$ cat config.mk
export PLATFORM = sky130hd
export DESIGN_NAME = hex_display_scan
export DESIGN_NICKNAME = d
export VERILOG_FILES = /design/src/rtl/hex_display_pkg.sv /design/src/rtl/hex_display_scan_hex_to_seg7.sv /design/src/rtl/hex_display_scan.sv
export SDC_FILE = /design/constraint.sdc
export NUM_CORES = 1
export LEC_CHECK = 0
export ABC_CLOCK_PERIOD_IN_PS = 5440
export BUFFER_PORTS_ARGS = -buffer_cell sky130_fd_sc_hd__buf_2
export CAP_MARGIN = 20
export CORE_ASPECT_RATIO = 1.5
export CORE_MARGIN = 2
export CORE_UTILIZATION = 60
export DETAILED_ROUTE_END_ITERATION = 6
export PLACE_DENSITY = 0.81
export SLEW_MARGIN = 20
export SYNTH_ARGS = -nofsm -noshare
export SYNTH_HDL_FRONTEND = slang
export SYNTH_SLANG_ARGS = --single-unit
$ cat constraint.sdc
create_clock -name clk -period 5.44 [get_ports clk]
set_input_delay 1.632 -clock clk [delete_from_list [all_inputs] [get_ports clk]]
set_output_delay 1.632 -clock clk [all_outputs]
set_load 0.02 [all_outputs]
$ cat src/rtl/hex_display_pkg.sv
// Shared constants for the hex display scanner.
// Holds the digit count, the blank segment pattern and the active-low
// seven-segment decode table (bit order {dp,g,f,e,d,c,b,a}, dp always off).
package hex_display_pkg;

  localparam int unsigned DIGITS = 8;
  localparam int unsigned IDX_W  = 3;

  localparam logic [7:0] SEG_BLANK = 8'hFF;

  localparam logic [7:0] SEG_0 = 8'hC0;
  localparam logic [7:0] SEG_1 = 8'hF9;
  localparam logic [7:0] SEG_2 = 8'hA4;
  localparam logic [7:0] SEG_3 = 8'hB0;
  localparam logic [7:0] SEG_4 = 8'h99;
  localparam logic [7:0] SEG_5 = 8'h92;
  localparam logic [7:0] SEG_6 = 8'h82;
  localparam logic [7:0] SEG_7 = 8'hF8;
  localparam logic [7:0] SEG_8 = 8'h80;
  localparam logic [7:0] SEG_9 = 8'h90;
  localparam logic [7:0] SEG_A = 8'h88;
  localparam logic [7:0] SEG_B = 8'h83;
  localparam logic [7:0] SEG_C = 8'hC6;
  localparam logic [7:0] SEG_D = 8'hA1;
  localparam logic [7:0] SEG_E = 8'h86;
  localparam logic [7:0] SEG_F = 8'h8E;

  // Packed so that SEG_TABLE[n] is the pattern for nibble value n.
  localparam logic [15:0][7:0] SEG_TABLE = {
    SEG_F, SEG_E, SEG_D, SEG_C, SEG_B, SEG_A, SEG_9, SEG_8,
    SEG_7, SEG_6, SEG_5, SEG_4, SEG_3, SEG_2, SEG_1, SEG_0
  };

  // Active-low enable for a single digit.
  function automatic logic [DIGITS-1:0] digit_enable(input logic [IDX_W-1:0] idx);
    logic [DIGITS-1:0] one_hot;
    one_hot = '0;
    one_hot[idx] = 1'b1;
    return ~one_hot;
  endfunction

endpackage

$ cat src/rtl/hex_display_scan_hex_to_seg7.sv
// Combinational nibble to seven-segment decoder.
// Ports:
//   nibble - 4-bit hex value
//   seg    - active-low segment pattern {dp,g,f,e,d,c,b,a}, dp off
module hex_to_seg7 (
  input  logic [3:0] nibble,
  output logic [7:0] seg
);
  import hex_display_pkg::*;

  always_comb begin
    seg = SEG_TABLE[nibble];
  end

endmodule

$ cat src/rtl/hex_display_scan.sv
// Eight-digit multiplexed hex display driver for a common-anode module.
// A frame value is latched once per scan so every frame is drawn from one
// consistent word; optional leading-zero blanking keeps digit 0 always lit.
// Ports:
//   clk        - system clock, rising edge
//   rst_n      - asynchronous active-low reset
//   data_in    - 32-bit value, nibble k shown on digit k (digit 0 rightmost)
//   blank_lz   - 1 blanks leading zero digits
//   led_en     - active-low digit enables, one low bit or all high
//   seg        - active-low segments {dp,g,f,e,d,c,b,a}
//   frame_tick - one-cycle pulse after a new frame value is captured
module hex_display_scan #(
  parameter int unsigned SCAN_DIV = 100000
) (
  input  logic        clk,
  input  logic        rst_n,
  input  logic [31:0] data_in,
  input  logic        blank_lz,
  output logic [7:0]  led_en,
  output logic [7:0]  seg,
  output logic        frame_tick
);
  import hex_display_pkg::*;

  // SCAN_DIV may be as large as 2^24, so its terminal count fits in 24 bits.
  localparam logic [23:0] DIV_LAST = 24'(SCAN_DIV - 1);

  logic [23:0]      div_cnt_q, div_cnt_d;
  logic [IDX_W-1:0] idx_q, idx_d;
  logic [31:0]      frame_q, frame_d;
  logic             lz_q, lz_d;
  logic             tick;
  logic             capture;

  logic [3:0]  nibble;
  logic [7:0]  seg_raw;
  logic [31:0] frame_upper;
  logic        blanked;
  logic [7:0]  led_en_d, seg_d;

  // Scan timing and frame capture.
  always_comb begin
    tick      = (div_cnt_q == DIV_LAST);
    capture   = tick && (idx_q == IDX_W'(DIGITS - 1));
    div_cnt_d = tick ? 24'd0 : div_cnt_q + 24'd1;
    idx_d     = tick ? idx_q + IDX_W'(1) : idx_q;
    frame_d   = capture ? data_in : frame_q;
    lz_d      = capture ? blank_lz : lz_q;
  end

  // Digit selection and blanking work only on captured state, so there is
  // no path from data_in to the outputs.
  always_comb begin
    nibble      = frame_q[{idx_q, 2'b00} +: 4];
    frame_upper = frame_q >> {idx_q, 2'b00};
    blanked     = lz_q && (idx_q != '0) && (frame_upper == 32'd0);
    led_en_d    = blanked ? SEG_BLANK : digit_enable(idx_q);
    seg_d       = blanked ? SEG_BLANK : seg_raw;
  end

  hex_to_seg7 u_hex_to_seg7 (
    .nibble (nibble),
    .seg    (seg_raw)
  );

  always_ff @(posedge clk or negedge rst_n) begin
    if (!rst_n) begin
      div_cnt_q  <= 24'd0;
      idx_q      <= '0;
      frame_q    <= 32'd0;
      lz_q       <= 1'b0;
      led_en     <= 8'hFF;
      seg        <= SEG_BLANK;
      frame_tick <= 1'b0;
    end else begin
      div_cnt_q  <= div_cnt_d;
      idx_q      <= idx_d;
      frame_q    <= frame_d;
      lz_q       <= lz_d;
      led_en     <= led_en_d;
      seg        <= seg_d;
      frame_tick <= capture;
    end
  end

endmodule

* After elaboration in Yosys (flattened, before gate mapping)
Memories as Yosys holds them, arrays and structs flattened.
Index checks and enable logic that the tools add are counted.
** Storage, ports and cells
- Flip-flop bits (word level) :: 77
- ROM bits :: 128
- Bits of input ports :: 35
- Output and inout bits :: 17
- Word-level logic and storage cells :: 30
- Memories :: 1
** Operators by class
- Add/sub/neg operators :: 2
- Order comparisons :: 3
- Equality and inequality tests :: 2
- Shift operators :: 2
- Mux-type cells :: 6
- Bitwise gates (word level) :: 1
- Reduce and logical (&&, ||, !) cells :: 6
** Memories
- (no name shown) :: words 16, bits a word 8, rd ports 1, clocked after Yosys merged registers in 0, wr ports 0, RTL line hex_display_scan_hex_to_seg7.sv:12 : seg = SEG_TABLE[nibble];
** Operators with widths (number)
- $logic_not A32 Y1 :: 1
- $shiftx A32 B6 Y4 :: 1
- $shr A32 B5 Y32 :: 1
- $add A24 B1 Y24 const B :: 1
- $eq A24 B17 Y1 const B :: 1
- $mux W24 :: 1
- $mux W8 :: 3
- $not A8 Y8 :: 1
- $lt A4 B5 Y1 const B :: 1
- $logic_and A1 B1 Y1 :: 4
- $lt A3 B4 Y1 const B :: 1
- $add A3 B1 Y3 const B :: 1
- $demux W1 S3 :: 1
- $eq A3 B3 Y1 const B :: 1
- $ge A3 B1 Y1 const B :: 1
- $reduce_bool A3 Y1 :: 1
- $mux W1 :: 1

* Logic depth before layout (Yosys ltp)
Gate-level depths: netlist (run 1).
- Word-level depth :: 6
- Gate-level depth with buffers :: 10
- Mapped depth without buffers :: 8

* Modules after synthesis
Synthesis (run 1) repeated with hierarchy kept, for this count alone.
** Unflattened totals
- Cells, all modules :: 332
- Area, all modules :: 3908.7 um2
** Modules (own cells, without submodules)
- hex_display_scan :: instances 1, cells each 297, area each 3623.5 um2, sequential area each 1946.9 um2
- hex_to_seg7 :: instances 1, cells each 35, area each 285.3 um2, sequential area each 0.0 um2

* Worst setup path before layout (run 1)
No wires, ideal clock.
- Path type :: register to register
- From :: register idx_q[0]
- To :: register led_en[0]
- Library setup time :: 81 ps
- Arrival :: 3062 ps
- Required time :: 5359 ps
- Slack :: 2297 ps
- Cell stages (with the launch flop) :: 11
- Buffers on the path :: 3
- Clock period less this slack :: 3143 ps
- Path through :: dfrtp_1 clkbuf_1 clkbuf_1 mux4_2 mux2i_1 ha_1 o211ai_1 nor4_1 o2111ai_1 clkbuf_1 o211ai_1
** On the way
- Word-level cells in the longest chain between the ends :: 6
- Elaborated cells between the ends (all ways) :: 12
- Those cells by class :: 2 x order compare; 1 x shift; 3 x mux; 1 x bitwise; 5 x reduce/logical
** Ends and longest elaborated chain
- start, declared :: RTL line hex_display_scan.sv:29 : logic [IDX_W-1:0] idx_q, idx_d;
- start signal, assigned :: RTL line hex_display_scan.sv:77 : idx_q <= idx_d;
- parallel branches: the longest is 5 deep, another holds $shr A32 B5 Y32
- $mux W8 (*) :: RTL line hex_display_scan.sv:57 : led_en_d = blanked ? SEG_BLANK : digit_enable(idx_q);
- via led_en_d[0] :: RTL line hex_display_scan.sv:39 : logic [7:0] led_en_d, seg_d;
- end signal, assigned :: RTL line hex_display_scan.sv:80 : led_en <= led_en_d;
- end, declared :: RTL line hex_display_scan.sv:19 : output logic [7:0] led_en,
Mark *: on every way through the listed nets, which the timed path passes.
A chain may end at the register's enable or synchronous reset.

* Worst setup path in the final report (run 1)
- From :: register idx_q[0]
- To :: register seg[0]
** On the way
- Word-level cells in the longest chain between the ends :: 4
- Elaborated cells between the ends (all ways) :: 9
- Those cells by class :: 2 x shift; 2 x mux; 4 x reduce/logical; 1 x memory
** Ends and longest elaborated chain
- $shiftx A32 B6 Y4 (tied with other cells) :: RTL line hex_display_scan.sv:54 : nibble = frame_q[{idx_q, 2'b00} +: 4];
- $mem_v2 Z16 W8 (tied with other cells)
- $mux W8 (implied by the code) / $logic_and A1 B1 Y1 (equally long branches) :: RTL line hex_display_scan_hex_to_seg7.sv:12, hex_display_scan.sv:56
- $mux W8 (*) :: RTL line hex_display_scan.sv:58 : seg_d = blanked ? SEG_BLANK : seg_raw;
- via seg_d[0] :: RTL line hex_display_scan.sv:39
- end signal, assigned :: RTL line hex_display_scan.sv:81 : seg <= seg_d;
- end, declared :: RTL line hex_display_scan.sv:20 : output logic [7:0] seg,
The timed path passes the listed nets; every way through them passes the cells marked *. The select of a mux whose other input is x is not followed.

==> results of run 1 <==
## sequential cells by signal (all words and copies together) (netlist names)
signal      count
lz_q            1
div_cnt_q      24
seg             7
frame_tick      1
led_en          8
idx_q           3
frame_q        32
## worst max-delay path: stages (launching register included)
cell and delay [ns]:
dfrtp_1 0.91, mux4_2 0.61, mux2i_1 0.36, ha_1 0.28, o211ai_1 0.10, nor4_1 0.29
o2111ai_2 0.42, o221ai_1 0.35
## area by class of cell
| type | count | share of cell area [%] |
|---|---|---|
| flip-flops and latches | 76 | 44.20 |
| multi-input cells | 222 | 40.46 |
| repair buffers | 51 | 5.931 |
| clock inverters | 6 | 3.657 |
| clock buffers | 10 | 2.937 |
| well taps | 74 | 2.131 |
| inverters | 8 | 0.6910 |
## power by group
| part | switching, mW | internal [mW] | leakage [nW] | total [mW] |
|---|---|---|---|---|
| logic | 0.0407 | 0.0334 | 0.822 | 0.0741 |
| clock network | 0.206 | 0.399 | 0.141 | 0.605 |
| registers | 0.0131 | 0.585 | 0.918 | 0.598 |
| total | 0.260 | 1.02 | 1.88 | 1.28 |
## through the flow
step / std cells / area (sq um)
after floorplan: 320 / 3776
after global placement: 431 / 4046
after detailed placement: 431 / 4046
after CTS: 447 / 4333
after global routing: 447 / 4345
final: 447 / 4345
## logic make-up (layout without fill, tap and decap cells)
family / Yosys count / count (layout) / synth area share [%]
mux: 50 / 50 / 16.40
buf+inv: 22 / 75 / 2.916
simple gates: 100 / 100 / 14.21
compound gates: 39 / 39 / 7.091
other cells: 1 / 1 / 0.09931
fa+ha+maj: 10 / 10 / 3.313
xor+xnor: 22 / 22 / 5.103
flops: 76 / 76 / 50.86
## layout by cell type (no fill, tap or decap), types with 2 or more instances in the layout
cell | netlist | layout
dfrtp_1 | 61 | 61
buf_2 | 1 | 50
mux2_2 | 35 | 35
nor2_1 | 20 | 20
nand2_1 | 20 | 20
nand3_1 | 17 | 17
dfstp_2 | 15 | 15
xnor2_1 | 14 | 14
ha_1 | 10 | 10
mux2i_1 | 9 | 9
clkbuf_8 | 0 | 9
a21oi_1 | 8 | 8
xor2_1 | 8 | 8
inv_1 | 7 | 7
nor4_1 | 7 | 7
nor3_1 | 7 | 7
mux4_2 | 6 | 6
o21ai_0 | 6 | 6
o211ai_1 | 5 | 5
o221ai_1 | 5 | 5
bufinv_16 | 0 | 5
nand4_1 | 4 | 4
or4_1 | 3 | 3
or2_2 | 3 | 3
o22ai_1 | 3 | 3
o22a_1 | 3 | 3
and2_1 | 3 | 3
and4_1 | 3 | 3
nand2b_1 | 2 | 2
or3_1 | 2 | 2
a21o_1 | 2 | 2
and3_1 | 2 | 2
nor2b_1 | 2 | 2
## worst max path at each step
stage	to	start
finish	seg[0]$_DFF_PN1_	idx_q[0]$_DFFE_PN0N_
global route	seg[6]$_DFF_PN1_	idx_q[0]$_DFFE_PN0N_
CTS	seg[0]$_DFF_PN1_	idx_q[0]$_DFFE_PN0N_
detailed placement	seg[2]$_DFF_PN1_	idx_q[0]$_DFFE_PN0N_
global placement	seg[4]$_DFF_PN1_	idx_q[0]$_DFFE_PN0N_
floorplan	led_en[0]$_DFF_PN1_	idx_q[0]$_DFFE_PN0N_
## per-layer routing
layer	vias to the layer above	track usage, %	share of wire (%)
li1	1247	-	-
met1	1359	29.26	39
met2	65	45.27	55
met3	17	3.889	3.4
met4	0	12.52	2.4
met5	-	0	0
==> results_dict.tcl, run 1 <==
set metrics [dict create \
    status "completed" \
    ir_drop_mv 0.2851 \
    dieArea_sq_mm 0.006957 \
    gp_congestion 0.8973 \
    cts-hold-fix-buffers 0 \
    power_density_mw_per_mm2 294.0 \
    synth_top_cell_by_area "dfrtp_1" \
    clkLatencyLatePin_ns 0.35 \
    start_util_pct 61.59 \
    maxCapViolCount 0 \
    core_sq_mm 0.006131 \
    ys_seq_area_share_pct 50.86 \
    syn_area_per_cell_sq_um 11.80 \
    dr.pass1.iters 4 \
    area_growth_pct 15.08 \
    vias 2688 \
    synth_edf_count 0 \
    crit_type "reg -> reg" \
    diodes 0 \
    slew_headroom_pct 40.15 \
    rr_startpoint "idx_q[0]$_DFFE_PN0N_" \
    drive_gt1_share_pct 35.39 \
    fmax_mhz 293.0 \
    postCtsSetupBuffers 0 \
    hold_viol 0 \
    die_x_microns 68.78 \
    r2r_cells 7 \
    grt_pass1_wl_mm 13.02 \
    syn_area_sq_mm 0.003776 \
    yosysMostFrequentCell "dfrtp_1" \
    yosysWarnings 0 \
    grt_max_degree 42 \
    drtIter0Drc 202 \
    synth_top_area_share_pct 40.42 \
    multi_input_area_sq_mm 0.001758 \
    async_flop_share_pct 100.0 \
    crit_required_ns 5.70 \
    grt.total_usage_pct 25.58 \
    cts_buffers 9 \
    gr-total-overflow 0 \
    yosys_register_bits 76 \
    die_y_microns 101.2 \
    netlist_top_cells_count "dfrtp_1, mux2_2, nand2_1, nor2_1, nand3_1" \
    ys_top_cells_by_area "dfrtp_1, dfstp_2, mux2_2, mux4_2, ha_1" \
    fin_hold_ws_ns 0.4815 \
    post-dp-hpwl_mm 5.592 \
    synth_cell_types 48 \
    min_path_cells 1 \
    grt_setup_unrepaired "no" \
    whs_endpoint "div_cnt_q[0]$_DFF_PN0_" \
    vias_per_cell 6.013 \
    syn_nets 365 \
    total_leakage_power_nw 1.882 \
    num_rows 35 \
    period_minus_slack_ns 3.413 \
    critPathCaptureType "register" \
    tightest_slew_ns 0.8910 \
    finalPower_mw 1.278 \
    setup_ws_ns 2.027 \
    timing.rr.end "seg[0]$_DFF_PN1_" \
    ys.flop_type "dfrtp_1" \
    setup-tns-final_ns 0 \
    worstPathMaxFanout 20 \
    min_from "div_cnt_q[0]$_DFF_PN0_" \
    wire_per_inst_microns 17.77 \
    fin_skew_ns 0.009520 \
    nFillCells 448 \
    ctsResizeCount 0 \
    fin_util_pct 70.88 \
    cts_max_level 3 \
    min_path_type "reg -> reg" \
    register_area_sq_mm 0.001921 \
    drt_wl_total_mm 7.941 \
    arrival_ns 3.67 \
    clock-root-buffer "clkbuf_8" \
    port_buffers 50 \
    antenna_found_initial 0 \
    nets 413 \
    start_kind "register" \
    cts.sinks 76 \
    slew_viol_final 0 \
    cts_buffer_depth 2 \
    setup_violations 0 \
    cts_tree "yes" \
    first_global_vias 2766 \
    pin_count 52 \
    cts.clk_slew.worst_paths_ns 0.08 \
    layout_worst_path_cycle_share_pct 62.74 \
    syn_inst 320 \
    drc 0 \
    drtAntennaViolNets 0 \
    r2r_slack_ns 2.03 \
    pre_cts_ws_ns 1.970 \
]
No activity file was read; power rests on OpenSTA's default activity.
==> inputs of run 2 (changes only) <==
ABC_CLOCK_PERIOD_IN_PS = 2950   (was 5440)
CORE_UTILIZATION = 52   (was 60)
PLACE_DENSITY = 0.74   (was 0.81)
clock period = 2.95 ns   (was 5.44 ns; I/O delays follow)
==> results_dict.tcl, run 2 (synthesis results as in run 1) <==
set metrics [dict create \
    dieArea_sq_mm 0.007974 \
    clkLatencyLatePin_ns 0.36 \
    critPathCaptureType "register" \
    area_growth_pct 14.58 \
    power_density_mw_per_mm2 461.4 \
    grt.total_usage_pct 20.89 \
    fin_hold_ws_ns 0.4824 \
    core_sq_mm 0.007132 \
    register_area_sq_mm 0.001921 \
    top_regs "frame_q (32), div_cnt_q (24), led_en (8)" \
    setup_ws_ns 0.2916 \
    crit_required_ns 3.22 \
    period_minus_slack_ns 2.658 \
    status "completed" \
    slew_viol_final 0 \
    drtAntennaViolNets 0 \
    vias_per_cell 5.818 \
    fin_skew_ns 0.009424 \
    tightest_slew_ns 0.8319 \
    layout_worst_path_cycle_share_pct 90.12 \
    arrival_ns 2.92 \
    largest_register_ffs 32 \
    nFillCells 591 \
    setup-tns-final_ns 0 \
    final_cell_mix "dfrtp_1, buf_2, mux2_2" \
    ctsResizeCount 0 \
    die_x_microns 73.58 \
    hold_viol 0 \
    grt_setup_unrepaired "no" \
    pre_cts_ws_ns 0.2625 \
    multi_input_area_sq_mm 0.001745 \
    cts_buffer_depth 2 \
    first_global_vias 2748 \
    vias 2688 \
    die_y_microns 108.4 \
    worstSetupStartpoint "idx_q[1]$_DFFE_PN0N_" \
    wire_per_inst_microns 16.21 \
    whs_endpoint "div_cnt_q[0]$_DFF_PN0_" \
    drc 0 \
    pin_count 52 \
    min_from "div_cnt_q[0]$_DFF_PN0_" \
    ir_drop_mv 0.4497 \
    final_common_cell "dfrtp_1" \
    min_path_cells 1 \
    drt_wl_total_mm 7.491 \
    total_leakage_power_nw 1.891 \
    gp_congestion 0.8862 \
    maxCapViolCount 0 \
    fin_util_pct 60.67 \
    timing.rr.end "seg[4]$_DFF_PN1_" \
    post-route-cell-area_sq_mm 0.004327 \
    crit_type "reg -> reg" \
    gr-total-overflow 0 \
    cts-hold-fix-buffers 0 \
    cts.clk_slew.worst_paths_ns 0.07 \
    antenna_found_initial 0 \
    worstPathMaxFanout 15 \
    postCtsSetupBuffers 0 \
    port_buffers 50 \
    start_util_pct 52.95 \
    grt_pass1_wl_mm 12.56 \
    nets 422 \
    start_kind "register" \
    diodes 0 \
    num_rows 38 \
    cts_max_level 3 \
    grt_max_degree 77 \
    setup_violations 0 \
    r2r_slack_ns 0.29 \
    instances_no_fill 462 \
    fmax_mhz 376.2 \
    dp_cells 446 \
    drive_gt1_share_pct 35.86 \
    drtIter0Drc 203 \
    cts.sinks 76 \
    finalPower_mw 1.996 \
    min_path_type "reg -> reg" \
    rr_startpoint "idx_q[1]$_DFFE_PN0N_" \
    cts_tree "yes" \
    cts_buffers 9 \
    clock-root-buffer "clkbuf_8" \
    slew_headroom_pct 44.54 \
    dr.pass1.iters 4 \
    post-dp-hpwl_mm 5.583 \
    regMostFlops "frame_q" \
    placed_cell_area_sq_mm 0.004134 \
    r2r_cells 9 \
]
## run 2: cell types whose count changed in the layout (fill, tap and decap cells not counted), sizes merged
cell	before	now
inv	9	8
clkbuf	10	15
clkinv	0	1
bufinv	5	0
buf	51	60
## run 2: area by class of cell
cell class,count,share of cell area (%)
clock buffer,15,4.338
clock inverter,1,0.1157
inverter,8,0.6940
multi-input combinational,222,40.34
sequential,76,44.39
tap,80,2.313
timing repair buffer,60,7.808
## run 2: report_power, final
group / internal [mW] / switching [mW] / leakage (nW) / total [mW]
clock: 0.403 / 0.353 / 0.0989 / 0.755
combinational: 0.0645 / 0.0746 / 0.874 / 0.139
sequential: 1.08 / 0.0225 / 0.918 / 1.10
## run 2: how the worst max path moves through the flow
stage | end | slack, ns | depth (start not counted)
after CTS | seg[3]$_DFF_PN1_ | 0.26 | 9
after global routing | seg[6]$_DFF_PN1_ | 0.03 | 9
after floorplan | led_en[0]$_DFF_PN1_ | 0.11 | 10
final | seg[4]$_DFF_PN1_ | 0.29 | 9
after detailed placement | seg[3]$_DFF_PN1_ | 0.26 | 9
after global placement | seg[6]$_DFF_PN1_ | 0.31 | 9
## run 2: critical path, stage by stage, from the launching register on
cell,delay (ns)
dfrtp_1,0.45
mux4_2,0.52
mux2_2,0.35
inv_1,0.16
ha_1,0.22
o211ai_1,0.10
nor4_1,0.20
o2111ai_1,0.15
buf_4,0.21
o221ai_1,0.21
## run 2: layer usage
| metal | vias up | part of all wire (%) | GRT usage, % |
|---|---|---|---|
| met2 | 79 | 53 | 35.52 |
| met5 | - | 0 | 0 |
| li1 | 1282 | - | - |
| met1 | 1308 | 39 | 23.77 |
| met3 | 19 | 4.7 | 5.219 |
| met4 | 0 | 3.1 | 10.78 |
==> inputs of run 3 (changes only) <==
CORE_MARGIN = 5   (was 2)
PLACE_DENSITY = 0.79   (was 0.74)
==> results_dict.tcl, run 3 (synthesis results as in run 1) <==
set metrics [dict create \
    status "completed" \
    slew_viol_final 0 \
    vias 2724 \
    start_util_pct 52.60 \
    setup-tns-final_ns 0 \
    arrival_ns 2.91 \
    total_leakage_power_nw 1.890 \
    grt_setup_unrepaired "no" \
    ctsResizeCount 0 \
    crit_buf_inv 1 \
    gr-total-overflow 0 \
    worstSetupStartpoint "idx_q[0]$_DFFE_PN0N_" \
    ir_drop_mv 0.3174 \
    postCtsSetupBuffers 0 \
    rr_startpoint "idx_q[0]$_DFFE_PN0N_" \
    cts_max_level 3 \
    power_density_mw_per_mm2 461.4 \
    clkLatencyLatePin_ns 0.36 \
    drc 0 \
    nFillCells 568 \
    top_regs "frame_q (32), div_cnt_q (24), led_en (8)" \
    start_kind "register" \
    final_common_cell "dfrtp_1" \
    post-route-cell-area_sq_mm 0.004359 \
    drive_gt1_share_pct 36.13 \
    layout_worst_path_cycle_share_pct 89.75 \
    fin_util_pct 60.72 \
    worstPathMaxFanout 15 \
    nets 422 \
    critPathCaptureType "register" \
    slew_headroom_pct 46.31 \
    area_growth_pct 15.44 \
    grt_max_degree 35 \
    grt.total_usage_pct 18.10 \
    post-dp-hpwl_mm 5.714 \
    fin_skew_ns 0.01387 \
    dr.pass1.iters 4 \
    finalPower_mw 2.011 \
    cts_buffer_depth 2 \
    crit_family "multiplexers" \
    fmax_mhz 377.7 \
    core_sq_mm 0.007179 \
    drt_wl_total_mm 7.539 \
    dp_cells 466 \
    wire_per_inst_microns 15.64 \
    placed_cell_area_sq_mm 0.004159 \
    min_path_type "reg -> reg" \
    tightest_slew_ns 0.8054 \
    crit_path_max_incr_delay_ns 0.61 \
    r2r_slack_ns 0.30 \
    cts.sinks 76 \
    port_buffers 50 \
    period_minus_slack_ns 2.648 \
    crit_type "reg -> reg" \
    drtIter0Drc 165 \
    grt_pass1_wl_mm 12.73 \
    drtAntennaViolNets 0 \
    gp_congestion 0.9097 \
    die_y_microns 114.4 \
    cts_buffers 9 \
    cts-hold-fix-buffers 0 \
    largest_register_ffs 32 \
    first_global_vias 2757 \
    vias_per_cell 5.651 \
    pin_count 52 \
    hold_viol 0 \
    slowest_stage "mux4_2" \
    cts.clk_slew.worst_paths_ns 0.08 \
    antenna_found_initial 0 \
    diodes 0 \
    final_cell_mix "dfrtp_1, buf_2, mux2_2" \
    crit_required_ns 3.21 \
    die_x_microns 79.58 \
    clock-root-buffer "clkbuf_8" \
    cts_tree "yes" \
    num_rows 38 \
    setup_violations 0 \
    worstPathCellList "mux4_2 -> mux2i_1 -> ha_1 -> o211ai_1 -> nor4_1 -> o2111ai_1 -> buf_4 -> o21ai_0" \
    regMostFlops "frame_q" \
    maxCapViolCount 0 \
    min_from "div_cnt_q[23]$_DFF_PN0_" \
    dieArea_sq_mm 0.009101 \
    instances_no_fill 482 \
]
[run 3: cell types whose count changed in the layout (fill, tap and decap cells not counted)]
cell | previous run | this run
clkinv_4 | 0 | 1
clkbuf_1 | 3 | 2
clkinv_2 | 1 | 0
clkinvlp_4 | 0 | 1
[run 3: metal layers]
layer  vias up  track usage [%]  part of all wire (%)
li1       1279                -                     -
met3        21            2.992                   4.5
met4         0            10.78                   2.8
met5         -                0                     0
met2        86            29.95                    52
met1      1338            21.96                    41
[run 3: where the power goes]
group          internal [mW]  switching [mW]
clock                  0.405           0.365
combinational         0.0653          0.0754
sequential              1.08          0.0219
[run 3: worst register-to-register path, cell delays in order, from the launching register on]
cell       delay, ns
dfrtp_1         0.59
mux4_2          0.61
mux2i_1         0.23
ha_1            0.24
o211ai_1        0.10
nor4_1          0.20
o2111ai_1       0.16
buf_4           0.21
o21ai_0         0.22
[run 3: final cells by class]
cell class,instances,area [sq um],share of cell area (%)
sequential,76,1921,44.06
tap,100,125.1,2.870
multi-input combinational,222,1745,40.04
timing repair buffer,60,337.8,7.750
inverter,8,30.03,0.6889
clock buffer,14,183.9,4.219
clock inverter,2,16.27,0.3731
[run 3: worst paths after layout]
kind,cells after the start,end
hold / removal,1,div_cnt_q[23]$_DFF_PN0_
setup reg to reg,8,led_en[5]$_DFF_PN1_
hold reg to reg,1,div_cnt_q[23]$_DFF_PN0_
min in group asynchronous,1,frame_q[18]$_DFFE_PN0P_
setup / recovery,8,led_en[5]$_DFF_PN1_
max in group asynchronous,2,frame_q[10]$_DFFE_PN0P_
[run 3: per-stage QoR]
stage	setup WS, ns	hold WS [ns]
6_report	0.3025	0.4830
5_1_grt	0.1281	0.4904
4_1_cts	0.3010	0.4824
3_5_place_dp	0.3286	0.4695
3_3_place_gp	0.4064	0.4612
2_1_floorplan	0.1088	0.4463
